**src/rtl/uart_rx_pkg.sv**
```systemverilog
// Shared types and constants for the UART receive controller.
package uart_rx_pkg;

    typedef enum logic [2:0] {
        IDLE   = 3'd0,
        START  = 3'd1,
        DATA   = 3'd2,
        PARITY = 3'd3,
        STOP   = 3'd4,
        VALID  = 3'd5,
        BREAK  = 3'd6
    } rx_state_t;

    localparam int DATA_LEN_MIN = 5;
    localparam int DATA_LEN_MAX = 9;

    function automatic logic in_frame_state(rx_state_t s);
        return (s == START) || (s == DATA) || (s == PARITY) || (s == STOP);
    endfunction

endpackage

```
**src/rtl/uart_rx_bit_timer.sv**
```systemverilog
// Oversample position and bit index counters for one UART frame.
module uart_rx_bit_timer #(
    parameter int PRESCALE_W = 6,
    parameter int BIT_CNT_W  = 4
) (
    input  logic                  clk,
    input  logic                  reset_n,
    input  logic                  en,
    input  logic                  clr,
    input  logic [PRESCALE_W-1:0] prescale,
    output logic [PRESCALE_W-1:0] edge_cnt,
    output logic [BIT_CNT_W-1:0]  bit_cnt,
    output logic                  bit_end
);

    logic [PRESCALE_W-1:0] last_edge;

    assign last_edge = prescale - PRESCALE_W'(1);
    assign bit_end   = en && (edge_cnt == last_edge);

    always_ff @(posedge clk or negedge reset_n) begin
        if (!reset_n) begin
            edge_cnt <= '0;
            bit_cnt  <= '0;
        end else if (clr) begin
            edge_cnt <= '0;
            bit_cnt  <= '0;
        end else if (en) begin
            if (bit_end) begin
                edge_cnt <= '0;
                bit_cnt  <= bit_cnt + BIT_CNT_W'(1);
            end else begin
                edge_cnt <= edge_cnt + PRESCALE_W'(1);
            end
        end
    end

endmodule

```
**src/rtl/uart_rx_ctrl.sv**
```systemverilog
// Receive-side UART frame controller: walks start/data/parity/stop bits with a
// runtime-configurable frame shape, flags per-frame errors and line breaks.
//
// state  | meaning
// IDLE   | line idle, waiting for a falling edge
// START  | start bit, glitch check at bit end
// DATA   | data bits 1..data_len, deserializer shifting
// PARITY | parity bit, parity check at bit end
// STOP   | one or two stop bits, stop check at each bit end
// VALID  | single-cycle frame-accepted state
// BREAK  | line held low through a whole frame, wait for line high
module uart_rx_ctrl
    import uart_rx_pkg::*;
#(
    parameter int PRESCALE_W = 6,
    parameter int MAX_DATA   = 9,
    parameter int BIT_CNT_W  = 4
) (
    input  logic                  clk,
    input  logic                  reset_n,
    input  logic                  RX_IN,
    input  logic [PRESCALE_W-1:0] Prescale,
    input  logic [BIT_CNT_W-1:0]  data_len,
    input  logic                  PAR_EN,
    input  logic                  stop2,
    input  logic                  strt_glitch,
    input  logic                  par_err,
    input  logic                  stp_err,
    output logic [PRESCALE_W-1:0] edge_cnt,
    output logic [BIT_CNT_W-1:0]  bit_cnt,
    output logic                  dat_samp_en,
    output logic                  strt_chk_en,
    output logic                  par_chk_en,
    output logic                  stp_chk_en,
    output logic                  deser_en,
    output logic                  data_valid,
    output logic                  frame_err,
    output logic                  parity_err,
    output logic                  break_det
);

    rx_state_t             state, next_state;
    logic [PRESCALE_W-1:0] cfg_prescale;
    logic [BIT_CNT_W-1:0]  cfg_len;
    logic                  cfg_par;
    logic                  cfg_stop2;
    logic                  line_zero;
    logic [BIT_CNT_W-1:0]  len_clamped;
    logic [BIT_CNT_W-1:0]  s1_idx;
    logic                  in_frame;
    logic                  bit_end;
    logic                  timer_clr;
    logic                  start_req;
    logic                  start_entry;
    logic                  set_pe;
    logic                  set_fe;

    assign in_frame    = in_frame_state(state);
    assign start_req   = !RX_IN && (Prescale != '0);
    assign start_entry = (next_state == START) && (state != START);
    assign timer_clr   = (next_state == IDLE) || (next_state == VALID) || (next_state == BREAK);
    assign s1_idx      = cfg_len + BIT_CNT_W'(1) + BIT_CNT_W'(cfg_par);

    // Out-of-range lengths are pinned to the legal window so the frame always ends.
    always_comb begin
        len_clamped = data_len;
        if (data_len < BIT_CNT_W'(DATA_LEN_MIN)) begin
            len_clamped = BIT_CNT_W'(DATA_LEN_MIN);
        end else if (data_len > BIT_CNT_W'(MAX_DATA)) begin
            len_clamped = BIT_CNT_W'(MAX_DATA);
        end
    end

    uart_rx_bit_timer #(
        .PRESCALE_W (PRESCALE_W),
        .BIT_CNT_W  (BIT_CNT_W)
    ) u_bit_timer (
        .clk      (clk),
        .reset_n  (reset_n),
        .en       (in_frame),
        .clr      (timer_clr),
        .prescale (cfg_prescale),
        .edge_cnt (edge_cnt),
        .bit_cnt  (bit_cnt),
        .bit_end  (bit_end)
    );

    always_comb begin
        next_state = state;
        set_pe     = 1'b0;
        set_fe     = 1'b0;
        case (state)
            IDLE: begin
                if (start_req) next_state = START;
            end
            START: begin
                if (bit_end) next_state = strt_glitch ? IDLE : DATA;
            end
            DATA: begin
                if (bit_end && (bit_cnt == cfg_len)) next_state = cfg_par ? PARITY : STOP;
            end
            PARITY: begin
                if (bit_end) begin
                    if (par_err) begin
                        next_state = IDLE;
                        set_pe     = 1'b1;
                    end else begin
                        next_state = STOP;
                    end
                end
            end
            STOP: begin
                if (bit_end) begin
                    if (bit_cnt == s1_idx) begin
                        if (stp_err) begin
                            if (line_zero) begin
                                next_state = BREAK;
                            end else begin
                                next_state = IDLE;
                                set_fe     = 1'b1;
                            end
                        end else begin
                            next_state = cfg_stop2 ? STOP : VALID;
                        end
                    end else if (stp_err) begin
                        next_state = IDLE;
                        set_fe     = 1'b1;
                    end else begin
                        next_state = VALID;
                    end
                end
            end
            VALID: begin
                next_state = start_req ? START : IDLE;
            end
            BREAK: begin
                if (RX_IN) next_state = IDLE;
            end
            default: next_state = IDLE;
        endcase
    end

    always_ff @(posedge clk or negedge reset_n) begin
        if (!reset_n) begin
            state      <= IDLE;
            data_valid <= 1'b0;
            frame_err  <= 1'b0;
            parity_err <= 1'b0;
        end else begin
            state      <= next_state;
            data_valid <= (next_state == VALID);
            frame_err  <= set_fe;
            parity_err <= set_pe;
        end
    end

    // Frame shape is frozen at the start edge so mid-frame config writes are harmless.
    always_ff @(posedge clk or negedge reset_n) begin
        if (!reset_n) begin
            cfg_prescale <= '0;
            cfg_len      <= BIT_CNT_W'(DATA_LEN_MIN);
            cfg_par      <= 1'b0;
            cfg_stop2    <= 1'b0;
            line_zero    <= 1'b0;
        end else begin
            if (start_entry) begin
                cfg_prescale <= Prescale;
                cfg_len      <= len_clamped;
                cfg_par      <= PAR_EN;
                cfg_stop2    <= stop2;
                line_zero    <= 1'b1;
            end else if (((state == DATA) || (state == PARITY)) && RX_IN) begin
                line_zero    <= 1'b0;
            end
        end
    end

    assign dat_samp_en = in_frame;
    assign strt_chk_en = (state == START);
    assign par_chk_en  = (state == PARITY);
    assign stp_chk_en  = (state == STOP);
    assign deser_en    = (state == DATA);
    assign break_det   = (state == BREAK);

endmodule

```
**config.mk**
```make
export PLATFORM = sky130hd
export DESIGN_NAME = uart_rx_ctrl
export DESIGN_NICKNAME = d
export VERILOG_FILES = /design/src/rtl/uart_rx_pkg.sv /design/src/rtl/uart_rx_bit_timer.sv /design/src/rtl/uart_rx_ctrl.sv
export SDC_FILE = /design/constraint.sdc
export NUM_CORES = 1
export LEC_CHECK = 0
export ABC_AREA = 1
export CAP_MARGIN = 30
export CORE_MARGIN = 5
export CORE_UTILIZATION = 55
export CTS_CLUSTER_SIZE = 28
export DETAILED_ROUTE_END_ITERATION = 7
export PLACE_DENSITY = 0.81
export SETUP_SLACK_MARGIN = 0.02
export SYNTH_ARGS = -nofsm -noshare
export SYNTH_HDL_FRONTEND = slang
export SYNTH_SLANG_ARGS = --single-unit
```
**constraint.sdc**
```tcl
create_clock -name clk -period 5.55 [get_ports clk]
set_clock_uncertainty 0.15 [all_clocks]
set_input_delay 1.11 -clock clk [delete_from_list [all_inputs] [get_ports clk]]
set_output_delay 1.11 -clock clk [all_outputs]
set_load 0.02 [all_outputs]
```
# Word-level counts from Yosys, hierarchy flattened
# Cells that the tools add are included.
# classes
addsub,5
magnitude_cmp,2
eq_ne,13
mux,35
n_reduce_logical,19
# op_table
operator,count
$mux W3,12
$pmux W3 S7,1
$mux W4,5
$mux W6,3
$eq A3 B3 Y1 const B,5
$mux W1,13
$add A4 B1 Y4 const B,2
$eq A4 B4 Y1,2
$add A6 B1 Y6 const B,1
$eq A3 B1 Y1 const B,2
$eq A3 B2 Y1 const B,2
$eq A6 B6 Y1,1
$logic_not A3 Y1,2
$logic_or A1 B1 Y1,6
$reduce_bool A2 Y1,3
$reduce_bool A6 Y1,1
$sub A6 B1 Y6 const B,1
$logic_and A1 B1 Y1,5
$add A4 B1 Y4,1
$gt A4 B4 Y1 const B,1
$lt A4 B3 Y1 const B,1
$ne A3 B1 Y1 const B,1
$mux W2,1
$reduce_and A2 Y1,1
$logic_not A1 Y1,1
# word_totals
register_bits,29
input_bits,18
out_inout_bits,19
word_cells,85

# Logic depth before layout (Yosys ltp)
# Gate-level depths: netlist (run 1).
# depth
depth_word,13
mapped_depth,19
depth_no_buf,19

# Modules after synthesis
# From an unflattened synthesis (run 1), not the netlist that was laid out.
# unflattened
cells_unflattened,276
area_unflattened_um2,1936.9
# by_module_without_submodules
module,instances,cells_per_inst,area_per_inst_um2,seq_area_each_um2
uart_rx_ctrl,1,167,1189.9,478.0
uart_rx_bit_timer,1,109,747.0,250.2

# Worst setup path after synthesis (run 1)
# No wires, ideal clock.
# synth_timing
path_type,input port to flip-flop
startpoint,in Prescale[1]
endpoint,reg u_bit_timer.edge_cnt[3]
setup_time_ns,0.120
t_arrival_ns,2.209
required_ns,5.280
setup_slack_ns,3.071
path_stages,10
path_buffers,0
cell_sequence,nor4_1 > nand3_1 > nand3_1 > nand2_1 > nor2_1 > nand2_1 > nor2_2 > nand2_4 > nand3_4 > nor2_2
# synth_between
elab_chain_len,8
elab_cells_between_ends,12
cone_classes,eq/ne (2); mux (4); reduce/logical (6)
# synth_lines
item,line_no,text
"start, declared",uart_rx_ctrl.sv:22,"input logic [PRESCALE_W-1:0] Prescale,"
$reduce_bool A6 Y1 *,uart_rx_ctrl.sv:59,assign start_req = !RX_IN && (Prescale != '0);
$logic_and A1 B1 Y1 *,uart_rx_ctrl.sv:59,
$mux W1 / $mux W3 (equally long branches),"uart_rx_ctrl.sv:134, uart_rx_ctrl.sv:94",
$pmux W3 S7 *,uart_rx_ctrl.sv:92,case (state)
via next_state[0],uart_rx_ctrl.sv:42,"rx_state_t state, next_state;"
$eq A3 B3 Y1 / $logic_not A3 Y1 (equally long branches),uart_rx_ctrl.sv:61,assign timer_clr = (next_state == IDLE) || (next_state == VALID) || (next_state == BREAK);
$logic_or A1 B1 Y1,uart_rx_ctrl.sv:61,
$logic_or A1 B1 Y1 *,uart_rx_ctrl.sv:61,
$mux W6 / $reduce_bool A2 Y1 (equally long branches),-,
"end signal, assigned",uart_rx_bit_timer.sv:33,edge_cnt <= edge_cnt + PRESCALE_W'(1);
"end, declared",uart_rx_bit_timer.sv:11,"output logic [PRESCALE_W-1:0] edge_cnt,"
# The timed path passes the listed nets; every way through them passes the cells marked *.
# A chain may end at the register's enable or synchronous reset.

# Worst setup path in the final report (run 1)
# layout_timing
startpoint,reg state[0]
endpoint,out strt_chk_en
# layout_between
elab_chain_len,1
# layout_lines
item,line_no,text
"start, declared",uart_rx_ctrl.sv:42,
"start signal, assigned",uart_rx_ctrl.sv:150,state <= next_state;
$eq A3 B1 Y1,uart_rx_ctrl.sv:179,assign strt_chk_en = (state == START);
"end, declared",uart_rx_ctrl.sv:32,"output logic strt_chk_en,"
# Every way passes these cells.

==> results by group, run 1 <==
Critical path
  – Setup crit end kind: output pin
  – Critical path launch point type: flop
  – Crit Path Max Fanout: 7
  – Arr. time, crit path: 1.96 ns
  – CP Data Required Time: 4.29 ns
  – Worst setup path category: reg2out

Clock network
  – Post-CTS Setup Bufs: 0
  – Worst skew pair latency: 0.34 ns
  – H-tree levels: 2
  – PostCTS Resize Cnt: 0
  – CTS sink count: 29
  – CTS max path bufs: 2
  – Clk Tree Root Cell: clkbuf_4
  – Clock transition at the registers of the reported paths: 0.09 ns
  – Num CTS Buffers: 5
  – Hold Buf Count CTS: 0
  – CTS tree: done

Global routing
  – Initial antenna violation count: 0
  – Vias in the first global route: 1,612
  – GRT overflow: 0
  – GRT Util Overall: 21.0%
  – Largest net degree at the start of global routing: 30
  – First-pass GRT wire length: 7110 um

Final layout
  – Fin cells: 334
  – Most common cell after layout, fill and taps aside: nand2_1
  – Multi-input logic area: 980 um^2
  – Fill cells: 293
  – N_diodes: 0
  – Final Util: 70.6%
  – Fin nets: 310
  – Area Overhead vs Synth: 25.6%
  – Sequential cell area: 728 um^2
  – Fraction of layout cells with a size suffix above 1: 13.2%
  – Most frequent cells in the layout: nand2_1, clkdlybuf4s50_1, inv_1

Route
  – WL/cell: 12.3 um
  – Highest routed layer: met4
  – Metal2 WL: 1940 um
  – DRT antenna net count: 0
  – DR WL met3: 224 um
  – Vias: 1,685
  – Vias per cell: 5.04
  – M1 wire length: 1840 um
  – WL final: 4100 um
  – Drc violations: 0
  – 1st-iter DRT viols: 137
  – Pre-antenna DRT Iters: 4

Synthesis
  – Synth Instances: 245
  – Post-synthesis sequential area ratio: 39.1%
  – Yosys cell types: 31
  – Synth top area share: 36.3%
  – Seq cells post-synth: 29
  – FFs w/ async S/R, synth: 100%
  – Yosys Warn Count: 0
  – EDFF count, synth: 0
  – Avg Cell Area, Syn: 7.60 um^2
  – Mapped Area: 1860 um^2
  – Main synth FF type: dfrtp_1
  – Synth area leaders: dfrtp_1, nand2_1, inv_1
  – Largest area contributor in the netlist: dfrtp_1
  – Syn nets: 268

STA
  – Fin Setup TNS: 0 ns
  – Hold Vio Cnt, Final: 0
  – Worst-Margin Slew: 0.548 ns
  – Final Setup Violations: 0
  – Slew HR: 63.4%
  – Min cycle time layout: 3.22 ns
  – Fmax: 311 MHz
  – Fraction of the cycle the final worst path needs: 58.0%
  – Pins Over Slew Limit: 0
  – RSZ-0062 raised after global routing: false

Floorplan
  – Die W: 68.2 um
  – Chip height: 68.2 um
  – Io pins: 37
  – Row count: 21
  – Die area: 4650 um^2
  – Initial Util: 56.2%
  – Core area: 3310 um^2

Power and ir drop
  – Pwr Total: 1.10 mW
  – P per Cell Area: 472 nW/um^2
  – Max VDD drop: 218 uV
  – Sequential share of power: 33.1%
  – Combinational Power Share: 54.6%
  – Sw power: 0.516 mW
  – Leakage power total: 1.13 nW
  – Sw Ratio: 46.7%
  – Clk pwr share: 12.3%
  – Pint: 0.589 mW

Run status
  – Status: finished clean

Placement
  – Final Wtd Congestion: 0.852
  – PortBufs: 36
  – DP Cell Count: 326
  – Dpl hpwl: 3300 um

Job
  – MaxCap Viol Count: 0

Min path
  – Worst hold path class: reg2reg
==> through the flow <==
stage	hold slack (ns)	area [um^2]	setup slack, ns
after floorplan	0.300	1860	3.07
after global placement	0.344	2280	2.33
after detailed placement	0.357	2280	2.25
after CTS	0.376	2340	2.31
after global routing	0.395	2340	2.18
final	0.367	2340	2.33
==> critical path: stages (launching register included) <==
cell and delay [ns]:
dfrtp_1 0.52, inv_1 0.13, nor3_1 0.30, clkdlybuf4s50_1 0.67
==> cells in the mapped netlist, types with 2 or more instances <==
master	count
inv_2	7
o21ai_0	12
nor3_1	4
nor2_1	15
nor2_4	3
nor2_2	9
dfrtp_1	27
inv_1	31
nand3_1	15
clkbuf_1	2
nand3_4	2
nand2_2	4
nand2_1	71
dfstp_2	2
xor2_1	11
xnor2_1	4
nand3b_1	2
ha_1	5
nand4_1	6
nor4_1	2
==> kinds of logic (layout without fill, tap and decap cells) <==
family / Yosys count / in the layout / synth area share (%)
buf+inv: 41 / 84 / 8.27
compound gates: 18 / 18 / 5.78
flops: 29 / 29 / 39.1
xor+xnor: 15 / 15 / 7.06
fa+ha+maj: 5 / 5 / 3.36
simple gates: 137 / 137 / 36.4
==> layer usage <==
metal / global-route usage (%) / vias to the layer above
met2: 34.5 / 46
met4: 9.18 / 0
li1: - / 862
met1: 25.5 / 768
met5: 0 / -
met3: 6.08 / 9
==> worst paths after layout <==
check / start / to / slack, ns / depth (start not counted)
setup / recovery: state[0] / strt_chk_en / 2.33 / 3
hold / removal: cfg_stop2 / cfg_stop2 / 0.37 / 2
setup reg to reg: cfg_len[0] / u_bit_timer.bit_cnt[0] / 2.98 / 16
hold reg to reg: cfg_stop2 / cfg_stop2 / 0.37 / 2
max in group asynchronous: reset_n / cfg_len[0] / 3.94 / 2
min in group asynchronous: reset_n / cfg_prescale[1] / 0.99 / 2
==> flip-flops by register name, indices dropped and copies added, names as in the netlist <==
register and cells:
u_bit_timer.edge_cnt 6, parity_err 1, cfg_par 1, u_bit_timer.bit_cnt 4
data_valid 1, cfg_stop2 1, state 3, frame_err 1
cfg_prescale 6, line_zero 1, cfg_len 4
==> power by group through the flow <==
stage | registers, mW | clock network [mW] | logic [mW]
2_1_floorplan | 0.368 | 0 | 0.437
3_3_place_gp | 0.367 | 0 | 0.588
3_5_place_dp | 0.368 | 0 | 0.608
4_1_cts | 0.365 | 0.140 | 0.610
5_1_grt | 0.374 | 0.151 | 0.687
6_report | 0.366 | 0.136 | 0.604
==> final cells by class <==
cell class,instances,area share (%)
multi-input combinational,175,41.9
sequential,29,31.1
timing repair buffer,37,15.7
inverter,39,6.26
clock buffer,8,2.51
tap,46,2.46
Note: power is estimated with default switching activity, not from simulation.
==> run 2: changes to the inputs <==
CORE_UTILIZATION = 51   (was 55)
PLACE_DENSITY = 0.76   (was 0.81)
clock period = 3 ns   (was 5.55 ns; I/O delays follow)
==> results by group, run 2 (same netlist as run 1, synthesis figures left out) <==
Route
  – 1st-iter DRT viols: 81 (was 137)
  – DRT antenna net count: 0 (unchanged)
  – WL/cell: 12.5 um (was 12.3 um)
  – Pre-antenna DRT Iters: 6 (was 4)
  – Vias: 1,659 (was 1,685)
  – WL final: 4240 um (was 4100 um)
  – Vias per cell: 4.91 (was 5.04)
  – Drc violations: 0 (unchanged)

Floorplan
  – Initial Util: 51.6% (was 56.2%)
  – Chip height: 70.4 um (was 68.2 um)
  – Core area: 3610 um^2 (was 3310 um^2)
  – Row count: 22 (was 21)
  – Io pins: 37 (unchanged)
  – Die W: 70.4 um (was 68.2 um)
  – Die area: 4960 um^2 (was 4650 um^2)

Final layout
  – N_diodes: 0 (unchanged)
  – Biggest regs: cfg_prescale (6), u_bit_timer.edge_cnt (6) (unchanged)
  – Fill cells: 336 (was 293)
  – Fin nets: 312 (was 310)
  – Most frequent cells in the layout: nand2_1, clkdlybuf4s50_1, inv_1 (unchanged)
  – Most common cell after layout, fill and taps aside: nand2_1 (unchanged)
  – Area Overhead vs Synth: 29.6% (was 25.6%)
  – Fraction of layout cells with a size suffix above 1: 14.1% (was 13.2%)

Placement
  – Dpl hpwl: 3320 um (was 3300 um)
  – Final Wtd Congestion: 0.837 (was 0.852)
  – PortBufs: 36 (unchanged)

Clock network
  – CTS tree: done (unchanged)
  – Worst skew pair latency: 0.29 ns (was 0.34 ns)
  – Clk Tree Root Cell: clkbuf_8 (was clkbuf_4)
  – H-tree levels: 2 (unchanged)
  – Clock transition at the registers of the reported paths: 0.06 ns (was 0.09 ns)
  – Num CTS Buffers: 5 (unchanged)
  – PostCTS Resize Cnt: 0 (unchanged)
  – CTS sink count: 29 (unchanged)
  – Hold Buf Count CTS: 0 (unchanged)
  – CTS max path bufs: 2 (unchanged)
  – Post-CTS Setup Bufs: 0 (unchanged)

Power and ir drop
  – Leakage power total: 1.16 nW (was 1.13 nW)
  – P per Cell Area: 920 nW/um^2 (was 472 nW/um^2)
  – Max VDD drop: 552 uV (was 218 uV)
  – Pwr Total: 2.22 mW (was 1.10 mW)

Global routing
  – GRT Util Overall: 18.7% (was 21.0%)
  – First-pass GRT wire length: 7310 um (was 7110 um)
  – Largest net degree at the start of global routing: 30 (unchanged)
  – Vias in the first global route: 1,627 (was 1,612)
  – GRT overflow: 0 (unchanged)
  – Initial antenna violation count: 0 (unchanged)

STA
  – RSZ-0062 raised after global routing: false (unchanged)
  – Worst-Margin Slew: 0.399 ns (was 0.548 ns)
  – Fmax: 372 MHz
  – Hold Vio Cnt, Final: 0 (unchanged)
  – Pins Over Slew Limit: 0 (unchanged)
  – Slew HR: 73.3% (was 63.4%)
  – Min cycle time layout: 2.69 ns
  – Fin Hold WS: 0.357 ns (was 0.367 ns)
  – Fraction of the cycle the final worst path needs: 89.6%
  – Fin Setup TNS: 0 ns (unchanged)
  – Final Setup Violations: 0 (unchanged)

Critical path
  – FF-to-FF path depth: 16 (unchanged)
  – Setup crit end kind: output pin (unchanged)
  – Reg2Reg Capture Point: u_bit_timer.bit_cnt[0] (unchanged)
  – FF-to-FF Start: cfg_len[0] (unchanged)
  – Arr. time, crit path: 1.94 ns (was 1.96 ns)
  – Crit Path Max Fanout: 5 (was 7)
  – Worst setup path category: reg2out (unchanged)
  – Critical path launch point type: flop (unchanged)
  – CP Data Required Time: 2.25 ns (was 4.29 ns)
  – Worst reg2reg setup slack: 0.46 ns (was 2.98 ns)

Min path
  – Worst hold path class: reg2reg (unchanged)
  – Hold depth: 2 (unchanged)
  – Hold Startpoint: cfg_stop2 (unchanged)
  – Hold Path End: cfg_stop2 (unchanged)

Job
  – MaxCap Viol Count: 0 (unchanged)

Run status
  – Status: finished clean (unchanged)
==> run 2: cell count changes in the layout (fill, tap and decap cells not counted) <==
| cell | delta |
|---|---|
| bufinv_16 | +1 |
| buf_4 | +2 |
| clkbuf_1 | -1 |
| clkbuf_4 | -5 |
| clkbuf_8 | +5 |
==> run 2: worst max path at each step <==
stage                                    endpoint   startpoint  cells after the start
after floorplan           u_bit_timer.edge_cnt[3]   cfg_len[0]                     16
after global routing                  strt_chk_en     state[0]                      3
final                                    deser_en     state[2]                      4
after global placement     u_bit_timer.bit_cnt[3]  Prescale[1]                     11
after detailed placement   u_bit_timer.bit_cnt[0]  Prescale[1]                     11
after CTS                                deser_en     state[2]                      4
==> run 2: stage by stage <==
step | setup slack (ns) | instance area [um^2] | utilization, % | std cells
2_1_floorplan | 0.661 | 1860 | - | 245
3_3_place_gp | 0.528 | 2300 | 63.7 | 330
3_5_place_dp | 0.442 | 2300 | 63.7 | 330
4_1_cts | 0.331 | 2410 | 66.9 | 338
5_1_grt | 0.192 | 2410 | 66.9 | 338
6_report | 0.313 | 2410 | 66.9 | 338
==> run 2: per-layer routing <==
metal	GRT usage, %	routed length [um]	up-vias
li1	-	-	860
met1	22.8	1880	750
met2	31.4	2100	40
met3	5.32	175	9
met4	6.60	75	0
met5	0	0	-
==> run 2: area by class of cell <==
cell class	instances	area [um^2]	share of cell area (%)
Inverter	39	146	6.07
Multi-Input combinational cell	175	980	40.6
Clock buffer	7	86.3	3.58
Timing Repair Buffer	39	383	15.9
Tap cell	48	60.1	2.49
Clock inverter	1	30.0	1.24
Sequential cell	29	728	30.2
==> run 2: power breakdown <==
part           internal, mW  switching (mW)  total, mW
combinational         0.456           0.673       1.13
sequential            0.529           0.141      0.669
clock                 0.270           0.152      0.423
total                  1.26           0.965       2.22
==> run 2: worst max-delay path, cell delays in order (launching register included) <==
cell and delay, ns:
dfrtp_1 0.42, inv_2 0.13, nand2_1 0.14, nor2_1 0.30, clkdlybuf4s50_1 0.67
